==> src/rtl/trap_sequencer_pkg.sv <==
// Shared types and constants for the trap sequencer: FSM states, event kinds,
// mcause values, mtvec modes and the exception codes produced by the decoder.
// No logic; imported by trap_sequencer and trap_target_gen.
package trap_sequencer_pkg;

    typedef enum logic [1:0] {
        ST_IDLE     = 2'd0,
        ST_DRAIN    = 2'd1,
        ST_COMMIT   = 2'd2,
        ST_REDIRECT = 2'd3
    } state_t;

    typedef enum logic [1:0] {
        KIND_EXC  = 2'd0,
        KIND_MRET = 2'd1,
        KIND_IRQ  = 2'd2
    } kind_t;

    localparam logic [31:0] MCAUSE_IRQ_MEXT = 32'h8000_000B;

    localparam logic [1:0] MTVEC_DIRECT   = 2'b00;
    localparam logic [1:0] MTVEC_VECTORED = 2'b01;

    localparam logic [4:0] EXC_ILLEGAL = 5'd2;
    localparam logic [4:0] EXC_EBREAK  = 5'd3;
    localparam logic [4:0] EXC_ECALL_M = 5'd11;

    // Clear the two low bits (mode field of mtvec, misalignment of mepc).
    function automatic logic [31:0] align4(input logic [31:0] addr);
        return addr & 32'hFFFF_FFFC;
    endfunction

endpackage

==> src/rtl/trap_target_gen.sv <==
// Redirect target for the trap sequencer: mepc for MRET, mtvec base for
// exceptions, base + 4*cause for interrupts in vectored mode.
// Purely combinational, zero latency; no flow control.
// Ports: kind (latched event kind), cause_lo (cause_q[4:0]), mtvec, mepc -> target.
module trap_target_gen
    import trap_sequencer_pkg::*;
(
    input  logic [1:0]  kind,
    input  logic [4:0]  cause_lo,
    input  logic [31:0] mtvec,
    input  logic [31:0] mepc,
    output logic [31:0] target
);

    logic [31:0] base;

    always_comb begin
        base   = align4(mtvec);
        target = base;
        case (kind_t'(kind))
            KIND_MRET: target = align4(mepc);
            KIND_IRQ: begin
                case (mtvec[1:0])
                    // Sum wraps naturally at 32 bits.
                    MTVEC_VECTORED: target = base + {25'd0, cause_lo, 2'b00};
                    MTVEC_DIRECT:   target = base;
                    default:        target = base;
                endcase
            end
            default: target = base;
        endcase
    end

endmodule

==> src/rtl/trap_sequencer.sv <==
// Trap/MRET sequencer: accepts one event from DE, drains EX..WB, writes the
// trap CSRs, then redirects the PC. Accept->first IDLE is 4 cycles minimum.
// Holds the front end via trap_stall while busy; events outside IDLE are held, not lost.
// Ports: clk/rst (sync, active-high); DE event inputs; stage occupancy;
// mtvec/mepc CSR values; stall/flush/redirect controls; CSR write strobes; busy.
module trap_sequencer
    import trap_sequencer_pkg::*;
(
    input  logic        clk,
    input  logic        rst,
    input  logic        de_is_a_inst,
    input  logic [31:0] de_pc,
    input  logic        de_exception,
    input  logic [4:0]  de_exc_cause,
    input  logic        de_is_mret,
    input  logic        irq_pending,
    input  logic        irq_enable,
    input  logic        ex_is_a_inst,
    input  logic        m1_is_a_inst,
    input  logic        m2_is_a_inst,
    input  logic        wb_is_a_inst,
    input  logic [31:0] mtvec,
    input  logic [31:0] mepc,
    output logic        trap_stall,
    output logic        trap_flush_ex,
    output logic        trap_flush_front,
    output logic        redirect_valid,
    output logic [31:0] redirect_pc,
    output logic        csr_trap_we,
    output logic        csr_mret_we,
    output logic [31:0] csr_mepc,
    output logic [31:0] csr_mcause,
    output logic        busy
);

    state_t      state_q, state_d;
    kind_t       kind_q, kind_d;
    logic [31:0] pc_q;
    logic [31:0] cause_q, cause_d;
    logic        accept;
    logic        pipe_empty;
    logic [31:0] target;

    // Gating with rst keeps every output at 0 while reset is held in IDLE.
    assign accept = ~rst && (state_q == ST_IDLE) && de_is_a_inst &&
                    (de_exception || de_is_mret || (irq_pending && irq_enable));

    assign pipe_empty = ~(ex_is_a_inst | m1_is_a_inst | m2_is_a_inst | wb_is_a_inst);

    // Priority: exception > mret > interrupt.
    always_comb begin
        kind_d  = KIND_IRQ;
        cause_d = MCAUSE_IRQ_MEXT;
        if (de_exception) begin
            kind_d  = KIND_EXC;
            cause_d = {27'b0, de_exc_cause};
        end else if (de_is_mret) begin
            kind_d  = KIND_MRET;
            cause_d = 32'd0;
        end
    end

    always_ff @(posedge clk) begin
        if (rst) begin
            state_q <= ST_IDLE;
            kind_q  <= KIND_EXC;
            pc_q    <= 32'd0;
            cause_q <= 32'd0;
        end else begin
            state_q <= state_d;
            if (accept) begin
                kind_q  <= kind_d;
                pc_q    <= de_pc;
                cause_q <= cause_d;
            end
        end
    end

    always_comb begin
        state_d          = state_q;
        trap_stall       = 1'b0;
        trap_flush_ex    = 1'b0;
        trap_flush_front = 1'b0;
        redirect_valid   = 1'b0;
        csr_trap_we      = 1'b0;
        csr_mret_we      = 1'b0;
        csr_mepc         = 32'd0;
        csr_mcause       = 32'd0;
        busy             = 1'b1;
        case (state_q)
            ST_IDLE: begin
                busy = 1'b0;
                if (accept) begin
                    trap_stall    = 1'b1;
                    trap_flush_ex = 1'b1;
                    state_d       = ST_DRAIN;
                end
            end
            ST_DRAIN: begin
                // Bubbles keep entering EX so the pipe only empties out.
                trap_stall    = 1'b1;
                trap_flush_ex = 1'b1;
                if (pipe_empty) begin
                    state_d = ST_COMMIT;
                end
            end
            ST_COMMIT: begin
                trap_stall  = 1'b1;
                csr_trap_we = (kind_q != KIND_MRET);
                csr_mret_we = (kind_q == KIND_MRET);
                csr_mepc    = pc_q;
                csr_mcause  = cause_q;
                state_d     = ST_REDIRECT;
            end
            ST_REDIRECT: begin
                redirect_valid   = 1'b1;
                trap_flush_front = 1'b1;
                state_d          = ST_IDLE;
            end
            default: begin
                state_d = ST_IDLE;
            end
        endcase
    end

    trap_target_gen u_target_gen (
        .kind     (kind_q),
        .cause_lo (cause_q[4:0]),
        .mtvec    (mtvec),
        .mepc     (mepc),
        .target   (target)
    );

    assign redirect_pc = (state_q == ST_REDIRECT) ? target : 32'd0;

endmodule

==> config.mk <==
export PLATFORM = sky130hd
export DESIGN_NAME = trap_sequencer
export DESIGN_NICKNAME = d
export VERILOG_FILES = /design/src/rtl/trap_sequencer_pkg.sv /design/src/rtl/trap_target_gen.sv /design/src/rtl/trap_sequencer.sv
export SDC_FILE = /design/constraint.sdc
export NUM_CORES = 1
export LEC_CHECK = 0
export CORE_MARGIN = 2
export CORE_UTILIZATION = 25
export CTS_BUF_LIST = sky130_fd_sc_hd__clkbuf_2
export CTS_CLUSTER_SIZE = 25
export DETAILED_ROUTE_END_ITERATION = 8
export PLACE_DENSITY = 0.61
export SYNTH_ARGS = -nofsm -noshare
export SYNTH_HDL_FRONTEND = slang
export SYNTH_SLANG_ARGS = --single-unit
export TNS_END_PERCENT = 20
==> constraint.sdc <==
create_clock -name clk -period 5 [get_ports clk]
set_input_delay 1 -clock clk [delete_from_list [all_inputs] [get_ports clk]]
set_output_delay 1 -clock clk [all_outputs]
set_load 0.01 [all_outputs]
==> report_table.html <==
<table>
<tr><th>Metric</th><th>Value</th></tr>
<tr><th colspan="2">Routing</th></tr>
<tr><td># DRC</td><td>0</td></tr>
<tr><td>Wire length reported by the detailed router</td><td>14910 um</td></tr>
<tr><td>Wire length per cell</td><td>16.40 um</td></tr>
<tr><td>Number of iterations in the first detailed-routing pass</td><td>8</td></tr>
<tr><td>Routed vias</td><td>4569</td></tr>
<tr><td>Drt first-iter violations</td><td>315</td></tr>
<tr><td>Post-route antenna net violation count</td><td>0</td></tr>
<tr><td>Per-cell via count in the routed design</td><td>5.026</td></tr>
<tr><th colspan="2">Worst setup path</th></tr>
<tr><td>Worst reg2reg setup slack</td><td>2.77 ns</td></tr>
<tr><td>Setup Crit Path Kind</td><td>in -&gt; out</td></tr>
<tr><td>Worst setup SP type</td><td>primary input</td></tr>
<tr><td>WP data required</td><td>4.00 ns</td></tr>
<tr><td>Capturing element type of the critical path</td><td>primary output</td></tr>
<tr><td>Maximum single-stage delay on the critical path</td><td>0.59 ns</td></tr>
<tr><td>R2r worst-path depth</td><td>7</td></tr>
<tr><td>Critical R2R Launch</td><td>state_q[0]</td></tr>
<tr><td>Cell breakdown of the critical path</td><td>clkdlybuf4s50_1, nand4_4, or4_1, or3_1, or4_1, a311oi_1, clkdlybuf4s50_1</td></tr>
<tr><td>Buffering stage count on the worst path with inverters included</td><td>2</td></tr>
<tr><td>Capture instance of the worst register-to-register path</td><td>state_q[0]</td></tr>
<tr><td>Family with the most delay on the worst path</td><td>simple AND/OR/NAND/NOR gates</td></tr>
<tr><td>Slowest cell on the critical path</td><td>or4_1</td></tr>
<tr><td>Arrival time reported for the critical path endpoint</td><td>3.96 ns</td></tr>
<tr><td>Largest fanout of any net on the critical path</td><td>2</td></tr>
<tr><th colspan="2">Clocking</th></tr>
<tr><td>Number of setup buffers added after CTS</td><td>0</td></tr>
<tr><td>Clock tree root buffer cell</td><td>clkbuf_2</td></tr>
<tr><td>Maximum number of buffers from clock root to sink</td><td>2</td></tr>
<tr><td>Number of CTS-inserted buffers</td><td>5</td></tr>
<tr><td>Clock latency at the later pin of the worst-skew pair</td><td>0.43 ns</td></tr>
<tr><td>TritonCTS clock tree</td><td>built</td></tr>
<tr><td>Clock Pin Slew Worst Setup and Hold Paths</td><td>0.19 ns</td></tr>
<tr><td>CTS H-tree depth</td><td>2</td></tr>
<tr><td>Hold-fix buffers, CTS</td><td>0</td></tr>
<tr><td>Clock net sink count</td><td>41</td></tr>
<tr><th colspan="2">GRT</th></tr>
<tr><td>Overall fraction of global-route tracks in use</td><td>17.42%</td></tr>
<tr><td>Via count of the first global-routing pass</td><td>4493</td></tr>
<tr><td>Maximum number of pins on one net before global-route repair</td><td>68</td></tr>
<tr><td>Antenna violations before repair</td><td>0</td></tr>
<tr><td>Aggregate global routing overflow</td><td>0</td></tr>
<tr><td>Global-route wire length before repair</td><td>23120 um</td></tr>
<tr><th colspan="2">Floorplan</th></tr>
<tr><td>Standard-cell row count</td><td>44</td></tr>
<tr><td>Overall die area</td><td>16000 sq um</td></tr>
<tr><td>Starting density of the core</td><td>25.72%</td></tr>
<tr><td>Die span in y</td><td>126.5 um</td></tr>
<tr><td>Number of top-level pins</td><td>215</td></tr>
<tr><td>DIE WIDTH</td><td>126.5 um</td></tr>
<tr><td>Core outline area</td><td>14590 sq um</td></tr>
<tr><th colspan="2">Place</th></tr>
<tr><td>Dpl hpwl</td><td>11530 um</td></tr>
<tr><td>Weighted congestion reported at the end of routability-driven placement</td><td>0.9119</td></tr>
<tr><td>Dpl ws</td><td>-0.2590 ns</td></tr>
<tr><td>Quantity of I/O buffers inserted on ports</td><td>184</td></tr>
<tr><th colspan="2">Finish</th></tr>
<tr><td>Most common cell after layout, fill and taps aside</td><td>clkdlybuf4s50_1</td></tr>
<tr><td>Fillers</td><td>1477</td></tr>
<tr><td>Area added between synthesis and finish</td><td>59.45%</td></tr>
<tr><td>Nets@finish</td><td>848</td></tr>
<tr><td>Share of final-layout standard cells stronger than drive strength 1</td><td>9.655%</td></tr>
<tr><td>Highest-count cells in the layout ignoring fill and taps</td><td>177 x clkdlybuf4s50_1, 72 x nand2_1, 46 x o21ai_0</td></tr>
<tr><td>ANT cells</td><td>0</td></tr>
<tr><th colspan="2">Timing</th></tr>
<tr><td>Worst Tran Pin Value</td><td>1.197 ns</td></tr>
<tr><td>Setup repair after global routing missed its margin</td><td>true</td></tr>
<tr><td>Tcrit/Tclk final</td><td>99.11%</td></tr>
<tr><td>Pins Over Slew Limit</td><td>0</td></tr>
<tr><td>Final clock skew</td><td>0.03036 ns</td></tr>
<tr><td>Fin worst setup slack</td><td>0.04447 ns</td></tr>
<tr><td>Shortest period the worst path allows</td><td>4.956 ns</td></tr>
<tr><td>Number of endpoints failing setup at the final stage</td><td>0</td></tr>
<tr><td>Timing-limited maximum frequency</td><td>0.2018 GHz</td></tr>
<tr><td>Accumulated negative setup slack</td><td>0 ns</td></tr>
<tr><td>Max transition margin</td><td>20.20%</td></tr>
<tr><td>Final Hold Viols</td><td>0</td></tr>
<tr><th colspan="2">Power and ir drop</th></tr>
<tr><td>Switch share</td><td>39.34%</td></tr>
<tr><td>Peak supply drop</td><td>0.0001663 V</td></tr>
<tr><td>Total power divided by cell area</td><td>188.0 nW/um^2</td></tr>
<tr><td>Sequential share of power</td><td>36.9%</td></tr>
<tr><td>Internal cell power</td><td>682.5 uW</td></tr>
<tr><td>Combinational cell fraction of total power</td><td>49.7%</td></tr>
<tr><td>Portion of total power attributed to the clock network</td><td>13.4%</td></tr>
<tr><td>Net switching power of the design</td><td>442.6 uW</td></tr>
<tr><td>Leakage</td><td>2.190 nW</td></tr>
<tr><th colspan="2">Logic synthesis</th></tr>
<tr><td>Post-synthesis async set-or-reset flop share</td><td>0%</td></tr>
<tr><td>Post-synth design cell area</td><td>3752 sq um</td></tr>
<tr><td>Yosys Warn Count</td><td>0</td></tr>
<tr><td>Yosys reg bits</td><td>41</td></tr>
<tr><td>Sequential-to-total area share from yosys stat</td><td>21.87%</td></tr>
<tr><td>Flip-flop cell with the highest count after synthesis</td><td>dfxtp_1</td></tr>
<tr><td>EDFF count, synth</td><td>0</td></tr>
<tr><td>Average instance area after synthesis</td><td>7.067 sq um</td></tr>
<tr><td>Cells after synthesis</td><td>531</td></tr>
<tr><td>Library cells used by synthesis</td><td>57</td></tr>
<tr><th colspan="2">Run</th></tr>
<tr><td>Max Cap Violations</td><td>0</td></tr>
<tr><th colspan="2">Worst hold path</th></tr>
<tr><td>Worst Hold End</td><td>pc_q[30]</td></tr>
<tr><td>Hold Crit Class</td><td>reg -&gt; reg</td></tr>
<tr><td>Number of cells traversed by the worst hold path</td><td>2</td></tr>
<tr><td>Hold Startpoint</td><td>pc_q[30]</td></tr>
<tr><th colspan="2">Status</th></tr>
<tr><td>Result of the run</td><td>finished, final reports clean</td></tr>
</table>
## power by group through the flow
| stage | clock [mW] | combinational (mW) | sequential, mW |
|---|---|---|---|
| 2_1_floorplan | 0 | 0.298 | 0.412 |
| 3_3_place_gp | 0 | 0.545 | 0.418 |
| 3_5_place_dp | 0 | 0.556 | 0.422 |
| 4_1_cts | 0.156 | 0.559 | 0.415 |
| 5_1_grt | 0.166 | 0.611 | 0.422 |
| 6_report | 0.151 | 0.559 | 0.415 |
## cell usage after synthesis, types with 5 or more instances
cell,count,share of area (%)
clkbuf_1,36,3.6
o22ai_1,7,1.2
nand2b_1,39,6.5
nand2_1,72,7.2
a2111oi_0,5,1.2
nor2_1,27,2.7
a21oi_1,14,1.9
or4_1,8,1.6
nand4_1,7,1.2
a211oi_1,13,2.6
o21ai_0,46,6.1
ha_1,11,3.7
inv_1,16,1.6
dfxtp_1,41,22
a22oi_1,13,2.6
and2_1,45,7.5
buf_4,29,5.8
nand3_1,14,1.9
and3_1,5,0.83
mux2i_1,12,3.2
## metal layers
| metal | global-route usage (%) | part of all wire [%] |
|---|---|---|
| met5 | 0 | 0 |
| met2 | 29.10 | 45 |
| met4 | 5.624 | 2.3 |
| met3 | 5.356 | 10 |
| met1 | 21.39 | 43 |
## worst register-to-register path: stages, from the launching register on
cell	delay, ns
dfxtp_1	0.39
inv_1	0.11
ha_1	0.23
nand2_1	0.14
a211oi_4	0.20
buf_4	0.50
o21ai_0	0.27
a221oi_1	0.33
## worst max path at each step
stage	from	to	slack (ns)	cells after the start
2_1_floorplan	mtvec[2]	redirect_pc[16]	0.73	8
3_3_place_gp	mtvec[2]	redirect_pc[20]	-0.23	10
3_5_place_dp	mtvec[2]	redirect_pc[20]	-0.26	10
4_1_cts	mtvec[2]	redirect_pc[26]	-0.05	12
5_1_grt	mtvec[2]	redirect_pc[16]	-0.04	10
6_report	mtvec[17]	redirect_pc[31]	0.04	7
## layout make-up
cell class              count  area, sq um  area share (%)
clock buffers               5        25.02          0.4182
clock inverters             3        17.52          0.2928
inverters                  17        63.81           1.066
multi-input cells         434         2681           44.81
flip-flops and latches     41        820.8           13.72
well taps                 184        230.2           3.848
repair buffers            225         2145           35.84
## logic make-up after synthesis
family / after synthesis / share of synthesized area (%)
muxes: 12 / 3.201
DFF: 41 / 21.87
and+or+nand+nor: 240 / 33.94
buffers and inverters: 83 / 11.20
other: 1 / 0.09994
AOI/OAI and AO/OA: 140 / 25.01
adders and majority gates: 12 / 4.201
xor gates and xnor gates: 2 / 0.4669
## repair_timing
item	CTS	global route
hold endpoints to repair	0	0
pin swaps	1	0
endpoints found under the setup margin	7	9
resized for setup	10	13
## sequential cells by signal (all words and copies together), names as in the netlist
register  flops
cause_q       6
kind_q        1
pc_q         32
state_q       2
## per-stage QoR
stage	area, sq um	hold slack (ns)	cells	utilization (%)	power (mW)
after global placement	5889	0.4540	901	40.37	0.9636
after CTS	5933	0.4865	909	40.67	1.130
final	5983	0.4824	909	41.01	1.125
after global routing	5983	0.5130	909	41.01	1.199
after detailed placement	5889	0.4594	901	40.37	0.9777
after floorplan	3854	0.4446	558	-	0.7100
Power figures use the tool's default switching activity.
==> RTL edit, RTL diff (config.mk and constraints unchanged) <==
Reset style: asynchronous (`rst`), changed in one clocked block.
--- a/src/rtl/trap_sequencer.sv
+++ b/src/rtl/trap_sequencer.sv
@@ -60,7 +60,7 @@
         end
     end
 
-    always_ff @(posedge clk) begin
+    always_ff @(posedge clk or posedge rst) begin
         if (rst) begin
             state_q <= ST_IDLE;
             kind_q  <= KIND_EXC;
Behaviour: differs if rst is asserted again (counterexample within 4 cycles, from zero or initial values and one cycle with rst high); with rst held inactive, the same outputs for 10 cycles.
==> RTL edit against the original RTL <==
Sequential cell count unchanged; cell area decreased by 4.1%; hold slack improved by 0.045 ns; setup slack improved by 0.12 ns; wire length decreased by 2.8%; area after synthesis decreased by 1.2%; global-route usage increased by 0.17 points.
Power is not compared: it rests on default switching activity, and its combinational part moved more than twofold at a synthesized area within 25%.
==> RTL edit: results (changes against the original RTL) <==
Worst setup path
  • Crit path max-delay cell type: sky130_fd_sc_hd__clkdlybuf4s50_1
  • Critical path data arrival time: 3.83 ns (-0.13 ns)
  • Crit Reg-Reg Endpoint: pc_q[0]
  • Worst reg2reg setup slack: 2.66 ns (-0.11 ns)
  • Family with the most delay on the worst path: buffers and inverters
  • Critical path startpoint: mtvec[2]
  • Max Fanout on Critical Path: 6 (+4)
  • Critical path's largest stage delay: 0.49 ns (-0.10 ns)
  • Origin of the critical flop-to-flop path: state_q[0]
  • Worst setup endpoint: redirect_pc[14]

Timing
  • Worst hold margin: 0.528 ns (+0.0453 ns)
  • Worst clock skew on the final layout: 0.0122 ns (-0.0181 ns)
  • Tightest Pin Transition: 1.28 ns (+0.0783 ns)
  • Final min period: 4.83 ns (-0.125 ns)

Logic synthesis
  • Post-synthesis xor/xnor area fraction: 0.236% (-0.23 points)
  • Post-Synth Adder-Cell Area: 4.25% (+0.051 points)
  • Fraction of the mapped netlist area in compound gates: 21.5% (-3.5 points)
  • Ys async rst share: 100% (+100 points)
  • Flip-flop cell with the highest count after synthesis: sky130_fd_sc_hd__dfrtp_1
  • Share of cell area taken by muxes after synthesis: 11.1% (+7.9 points)

Place
  • Number of placed instances with taps included: 802 (-11%)
  • Placed Area: 5680 µm² (-3.6%)
  • Pre-CTS worst setup slack: 0.0837 ns (+0.343 ns)
  • Final weighted congestion in routability-driven placement: 0.852 (-6.5%)

Routing
  • Routed vias/inst: 5.09 (+1.3%)
  • TritonRoute pass-1 iters: 5 (-3)
  • Post-DR wirelength/cell: 17.9 µm (+8.9%)

Hold path
  • Hold Crit Endpoint: pc_q[28]
  • Startpoint of the most critical hold path: pc_q[28]
  • Number of cells on the worst hold path: 1 (-1)

GRT
  • Wire length of the first global-routing pass: 22.4 mm (-2.9%)
  • Via count of the first global-routing pass: 4,188 (-6.8%)

Layout
  • Fraction of final layout cells with drive strength greater than 1: 10.1% (+0.41 points)
  • Layout Nets: 749 (-12%)

Run status
  • Status: completed
## RTL edit: cell types whose count changed after synthesis, moves of 6 or more
| cell | unedited run | this run |
|---|---|---|
| sky130_fd_sc_hd__a211oi_1 | 13 | 3 |
| sky130_fd_sc_hd__a21oi_1 | 14 | 20 |
| sky130_fd_sc_hd__clkbuf_1 | 36 | 22 |
| sky130_fd_sc_hd__dfrtp_1 | 0 | 41 |
| sky130_fd_sc_hd__dfxtp_1 | 41 | 0 |
| sky130_fd_sc_hd__mux2_2 | 0 | 33 |
| sky130_fd_sc_hd__mux2i_1 | 12 | 4 |
| sky130_fd_sc_hd__nand2_1 | 72 | 44 |
| sky130_fd_sc_hd__nand2b_1 | 39 | 4 |
| sky130_fd_sc_hd__nand3_1 | 14 | 21 |
| sky130_fd_sc_hd__nor2_1 | 27 | 14 |
| sky130_fd_sc_hd__o21ai_0 | 46 | 21 |
| sky130_fd_sc_hd__or4_1 | 8 | 1 |
## RTL edit: power by group
part	internal (mW)	switching [mW]	leakage, nW
Clock	0.0386	0.115	0.0292
Sequential	0.496	0.0985	0.492
Combinational	0.831	0.903	1.81
Total	1.37	1.12	2.34
## RTL edit: metal layers
metal	global-route usage, %	wire [µm]	up-vias
met1	21.4	5950	1940
met2	29.8	6820	234
met5	0	0	-
met4	5.49	265	0
met3	5.48	1450	19
li1	-	-	1937
## RTL edit: cell type report
class / count / area, µm²
timing repair buffer: 200 / 1970
fill: 1499 / 8800
multi-input combinational: 362 / 2400
clock buffer: 7 / 35.0
antenna: 1 / 2.50
inverter: 15 / 56.3
sequential: 41 / 1030
tap: 184 / 230
clock inverter: 1 / 7.51
## RTL edit: timing repair
action	in CTS	in global routing
gates resized for setup	0	7
endpoints found under the setup margin	0	6
hold endpoints to repair	0	0
